## config.mk

```make
export PLATFORM = sky130hd
export DESIGN_NAME = decoder_pipe
export DESIGN_NICKNAME = d
export VERILOG_FILES = /design/src/rtl/decoder_pipe_pkg.sv /design/src/rtl/decoder_pipe_decode_fields.sv /design/src/rtl/decoder_pipe.sv
export SDC_FILE = /design/constraint.sdc
export NUM_CORES = 1
export LEC_CHECK = 0
export ABC_AREA = 1
export CORE_ASPECT_RATIO = 1.2
export CORE_MARGIN = 2
export CORE_UTILIZATION = 57
export CTS_CLUSTER_DIAMETER = 80
export DETAILED_ROUTE_END_ITERATION = 6
export DONT_BUFFER_PORTS = 1
export GPL_TIMING_DRIVEN = 0
export PLACE_DENSITY_LB_ADDON = 0.3
export SLEW_MARGIN = 20
export SYNTH_ARGS = -nofsm -noshare
export SYNTH_HDL_FRONTEND = slang
export SYNTH_SLANG_ARGS = --single-unit
```

## constraint.sdc

```tcl
create_clock -name I_clk -period 1.7 [get_ports I_clk]
set_clock_uncertainty 0.15 [all_clocks]
set_input_delay 0.255 -clock I_clk [delete_from_list [all_inputs] [get_ports I_clk]]
set_output_delay 0.255 -clock I_clk [all_outputs]
set_load 0.05 [all_outputs]
```

## src/rtl/decoder_pipe_pkg.sv

```systemverilog
// Shared ops definitions for the decode stage: opcode encodings and instruction field positions.
package decoder_pipe_pkg;

    localparam int unsigned INSTR_W  = 16;
    localparam int unsigned OPCODE_W = 4;
    localparam int unsigned REG_W    = 3;

    localparam int unsigned OPCODE_MSB = 15;
    localparam int unsigned OPCODE_LSB = 12;
    localparam int unsigned RD_MSB     = 11;
    localparam int unsigned RD_LSB     = 9;
    localparam int unsigned MODE_BIT   = 8;
    localparam int unsigned RA_MSB     = 7;
    localparam int unsigned RA_LSB     = 5;
    localparam int unsigned RB_MSB     = 4;
    localparam int unsigned RB_LSB     = 2;

    typedef enum logic [OPCODE_W-1:0] {
        OP_ADD    = 4'b0000,
        OP_SUB    = 4'b0001,
        OP_OR     = 4'b0010,
        OP_XOR    = 4'b0011,
        OP_AND    = 4'b0100,
        OP_NOT    = 4'b0101,
        OP_READ   = 4'b0110,
        OP_WRITE  = 4'b0111,
        OP_LOAD   = 4'b1000,
        OP_CMP    = 4'b1001,
        OP_SHL    = 4'b1010,
        OP_SHR    = 4'b1011,
        OP_JUMP   = 4'b1100,
        OP_JUMPEQ = 4'b1101
    } opcode_e;

    // Register-select and control fields of one decoded instruction (immediate/PC stored alongside).
    typedef struct packed {
        logic [OPCODE_W-1:0] opcode;
        logic [REG_W-1:0]    rd;
        logic [REG_W-1:0]    ra;
        logic [REG_W-1:0]    rb;
        logic                mode;
    } fields_t;

endpackage

```

## src/rtl/decoder_pipe_decode_fields.sv

```systemverilog
// Combinational field extraction and immediate formation for one 16-bit instruction.
module decode_fields
    import decoder_pipe_pkg::*;
#(
    parameter int unsigned IMM_W    = 16,
    parameter bit          SEXT_IMM = 1'b1
) (
    input  logic [INSTR_W-1:0] instr,
    output fields_t            fields,
    output logic [IMM_W-1:0]   imm
);

    logic [7:0] write_imm;
    logic [7:0] low_imm;

    assign fields.opcode = instr[OPCODE_MSB:OPCODE_LSB];
    assign fields.rd     = instr[RD_MSB:RD_LSB];
    assign fields.ra     = instr[RA_MSB:RA_LSB];
    assign fields.rb     = instr[RB_MSB:RB_LSB];
    assign fields.mode   = instr[MODE_BIT];

    // WRITE packs rD and the low three bits into a word-aligned byte.
    assign write_imm = {instr[11:9], instr[2:0], 2'b00};
    assign low_imm   = instr[7:0];

    always_comb begin
        imm = '0;
        if (instr[OPCODE_MSB:OPCODE_LSB] == OP_WRITE) begin
            imm = IMM_W'(write_imm);
        end else if (SEXT_IMM && instr[MODE_BIT]) begin
            imm = IMM_W'($signed(low_imm));
        end else begin
            imm = IMM_W'(low_imm);
        end
    end

endmodule

```

## src/rtl/decoder_pipe.sv

```systemverilog
// Decode stage with valid/ready on both sides and a DEPTH-entry queue of decoded instructions.
module decoder_pipe
    import decoder_pipe_pkg::*;
#(
    parameter int unsigned DEPTH    = 2,
    parameter int unsigned PC_W     = 16,
    parameter int unsigned IMM_W    = 16,
    parameter bit          SEXT_IMM = 1'b1
) (
    input  logic                         I_clk,
    input  logic                         I_reset_n,
    input  logic                         I_enable,
    input  logic                         I_flush,
    input  logic                         I_valid,
    output logic                         O_ready,
    input  logic [INSTR_W-1:0]           I_instruction,
    input  logic [PC_W-1:0]              I_pc,
    output logic                         O_valid,
    input  logic                         I_ready,
    output logic [OPCODE_W-1:0]          O_opcode,
    output logic [REG_W-1:0]             O_rD_select,
    output logic [REG_W-1:0]             O_rA_select,
    output logic [REG_W-1:0]             O_rB_select,
    output logic                         O_mode,
    output logic [IMM_W-1:0]             O_immediate,
    output logic [PC_W-1:0]              O_pc,
    output logic [$clog2(DEPTH+1)-1:0]   O_count
);

    localparam int unsigned PTR_W = $clog2(DEPTH);
    localparam int unsigned CNT_W = $clog2(DEPTH + 1);

    logic [PTR_W-1:0] wr_ptr;
    logic [PTR_W-1:0] rd_ptr;
    logic [CNT_W-1:0] count;

    fields_t          fld_q [DEPTH];
    logic [IMM_W-1:0] imm_q [DEPTH];
    logic [PC_W-1:0]  pc_q  [DEPTH];

    fields_t          dec_fields;
    logic [IMM_W-1:0] dec_imm;
    logic             push;
    logic             pop;

    decode_fields #(
        .IMM_W    (IMM_W),
        .SEXT_IMM (SEXT_IMM)
    ) u_decode (
        .instr  (I_instruction),
        .fields (dec_fields),
        .imm    (dec_imm)
    );

    // Ready is held low during reset so every output reads 0 while rst_n is asserted.
    assign O_ready = I_reset_n && I_enable && !I_flush && (count < CNT_W'(DEPTH));
    assign O_valid = (count != '0);
    assign push    = I_valid && O_ready;
    assign pop     = O_valid && I_ready && I_enable && !I_flush;

    always_ff @(posedge I_clk or negedge I_reset_n) begin
        if (!I_reset_n) begin
            wr_ptr <= '0;
            rd_ptr <= '0;
            count  <= '0;
            for (int i = 0; i < int'(DEPTH); i++) begin
                fld_q[i] <= '0;
                imm_q[i] <= '0;
                pc_q[i]  <= '0;
            end
        end else if (I_flush) begin
            wr_ptr <= '0;
            rd_ptr <= '0;
            count  <= '0;
        end else begin
            if (push) begin
                fld_q[wr_ptr] <= dec_fields;
                imm_q[wr_ptr] <= dec_imm;
                pc_q[wr_ptr]  <= I_pc;
                wr_ptr        <= wr_ptr + PTR_W'(1);
            end
            if (pop) begin
                rd_ptr <= rd_ptr + PTR_W'(1);
            end
            case ({push, pop})
                2'b10:   count <= count + CNT_W'(1);
                2'b01:   count <= count - CNT_W'(1);
                default: count <= count;
            endcase
        end
    end

    assign O_opcode    = fld_q[rd_ptr].opcode;
    assign O_rD_select = fld_q[rd_ptr].rd;
    assign O_rA_select = fld_q[rd_ptr].ra;
    assign O_rB_select = fld_q[rd_ptr].rb;
    assign O_mode      = fld_q[rd_ptr].mode;
    assign O_immediate = imm_q[rd_ptr];
    assign O_pc        = pc_q[rd_ptr];
    assign O_count     = count;

endmodule

```

==> out/qor.csv <==
stage,metric,value,unit
layout,Diodes inserted,0,
pwr,PwrDens,1140,mW/mm^2
synth,Post-Syn Area,0.00405,mm^2
layout,final net count,604,
setup_path,CP Class,reg -> out,
floorplanning,Die Ht,96.3,um
synth,Ys Warns,0,
timing,setup_tns,-27140,ps
place,Placed Cells,576,
setup_path,CP Capture Type,primary output,
synth,syn nets,527,
pwr,leak pwr,0.00311,uW
route,via count,4409,
global_route,GRT Total Usage,0.369,
global_route,vias in the first global route,4111,
timing,unrepaired setup endpoints after global routing,true,
setup_path,worst-path cell chain,buf_4 > buf_6 > clkbuf_4 > nand2_1 > o21ai_4,
clock_tree,TritonCTS Buffers,9,
layout,Storage cell area,0.00206,mm^2
layout,Finished Layout Cells,657,
place,gpl congestion,0.854,
route,WL final,19000,um
timing,WHS,-592,ps
route,post-route DRC violation count,0,
setup_path,slowest cell on the critical path,dfrtp_2,
layout,"most common cell after layout, fill and taps aside",nand2_1,
timing,Fin. Hold Viols,82,
clock_tree,clk slew on worst S/H paths,90,ps
layout,fillers,173,
setup_path,CP Max Fanout,10,
setup_path,Critical Path AT,1800,ps
timing,worst-margin pin slew,743,ps
place,"Cell Area, Placed",0.00428,mm^2
place,I/O Buffers,0,
run_status,failing checks,"negative hold slack, negative setup slack",
pwr,Pwr Total,7410,uW
synth,cells after synthesis,489,
timing,setup violators final,128,
synth,sequential share of the synthesized area,0.507,
floorplanning,Starting Density,0.591,
min_path,Min-Delay Path Class,in -> async,
floorplanning,Die Area,0.00779,mm^2
timing,min Tclk post-route,2200,ps
global_route,initial antenna violation count,0,
timing,Setup WS post-layout,-502,ps
setup_path,Startpoint Class,flip-flop,
clock_tree,worst-skew pair later-pin latency,380,ps
setup_path,Worst Path Required,1290,ps
route,antenna-violating nets left,0,
synth,average cell area after synthesis,8.28,um^2
clock_tree,root buf cell,clkbuf_8,
layout,Area Overhead vs Synth,60.2,%
route,Via-to-Cell Ratio,6.71,
floorplanning,Boundary Pins,88,
floorplanning,core area,0.00685,mm^2
clock_tree,TritonCTS clock tree,yes,
clock_tree,Clock Sinks,82,
layout,final instance area,0.00648,mm^2
route,router iterations before antenna repair,6,
layout,share of cells above drive strength 1,0.463,
timing,crit share post-route,1.30,
pwr,worst vdd ir,0.000963,V
setup_path,"slowest stage delay, CP",460,ps
place,DP HPWL,6880,um
layout,Multi-input gate area,0.00248,mm^2
timing,fmax,454,MHz
global_route,total gr overflow,0,
flow_run,max_cap viols,0,
clock_tree,clk buf depth,2,
synth,Netlist cell types,24,
synth,#FFs+latches synth,82,
global_route,largest net degree at the start of global routing,84,
floorplanning,Row Count,33,
floorplanning,die width,80.9,um
route,Initial DRC Count,670,
timing,relative slew slack,0.504,
global_route,global-route wire length before repair,21000,um
route,WL/cell,28.9,um
layout,"commonest non-fill, non-tap cells in the layout","nand2_1, dfrtp_1, inv_1",
timing,max-slew violation count,0,
run_status,outcome,"finished, violations left",
clock_tree,htree depth,3,
## what timing repair did
| item | CTS | global route |
|---|---|---|
| cloned | 3 | 9 |
| endpoints found under the hold margin | 154 | 83 |
| gates resized for setup | 127 | 182 |
| hold buffers | 33 | 1 |
| pin swaps | 45 | 16 |
| buffers inserted | 15 | 7 |
| setup endpoints to repair | 71 | 129 |
## critical path, delay by kind of cell (launching register included)
family,cells,cell delay [ps]
DFF,1,460
AOI/OAI and AO/OA,1,200
and+or+nand+nor,1,250
buffers and inverters,3,500
## per-layer routing
metal / vias up / track usage / part of all wire
li1: 1701 / - / -
met1: 2121 / 0.442 / 0.32
met2: 430 / 0.619 / 0.47
met3: 157 / 0.0901 / 0.12
met4: 0 / 0.179 / 0.085
met5: - / 0 / 0
## stage by stage
stage                     utilization  setup WS (ps)
after floorplan                     -           -154
after global placement          0.624           -408
after detailed placement        0.624           -423
after CTS                       0.829           -449
after global routing            0.946           -573
final                           0.946           -502
## kinds of logic (layout without fill, tap and decap cells)
kind of cell	Yosys count	in the layout	synth area share
AO/OA/AOI/OAI	126	126	0.175
buffers and inverters	89	170	0.113
flip-flops	82	82	0.507
AND/OR/NAND/NOR	192	192	0.204
## path summary, 6_finish.rpt
check,slack [ps],end,depth (start not counted),startpoint
worst max-delay path,-500,O_pc[10],5,rd_ptr
min in group I_clk,50,O_count[1],3,I_flush
worst min register to register,380,pc_q[0],2,pc_q[0]
max in group asynchronous,1880,fld_q[26],0,I_reset_n
worst min-delay path,-590,pc_q[6],0,I_reset_n
worst max register to register,-230,imm_q[30],7,O_count[1]
## where the power goes
group / internal [uW] / switching (uW) / total [uW] / leakage [uW]
combinational: 806 / 1970 / 2780 / 0.00193
sequential: 2320 / 226 / 2550 / 0.00104
clock: 1310 / 778 / 2080 / 0.000143
total: 4430 / 2980 / 7410 / 0.00311
## synthesized netlist by cell type
cell type / count / area, um^2
inv_1: 52 / 195
nor2_1: 10 / 37.5
o21ai_2: 20 / 175
nor2_2: 2 / 12.5
dfrtp_1: 82 / 2050
nand2_1: 148 / 556
inv_4: 1 / 6.26
buf_4: 7 / 52.6
nor2_8: 1 / 20.0
nand3_1: 7 / 35.0
clkbuf_1: 14 / 52.6
buf_6: 6 / 67.6
nand3_4: 1 / 17.5
nand2_2: 21 / 131
nor2_4: 1 / 11.3
o21ai_0: 96 / 480
buf_12: 2 / 40.0
nand4_1: 1 / 6.26
a21oi_2: 1 / 8.76
buf_8: 1 / 15.0
a21oi_1: 4 / 20.0
buf_2: 5 / 25.0
o21ai_1: 5 / 25.0
clkbuf_2: 1 / 5.00
## layout make-up
class                   count  area share
multi-input cells         318       0.383
flip-flops and latches     82       0.317
repair buffers             68       0.134
plain buffers              34      0.0735
inverters                  53      0.0311
clock inverters             5      0.0232
clock buffers              10      0.0212
well taps                  87      0.0168
## state kept, by name, summed over array words and instances (netlist names)
name / cells
rd_ptr: 1
pc_q: 32
fld_q: 28
O_count: 2
wr_ptr: 1
imm_q: 18
Note: power is estimated with default switching activity, not from simulation.
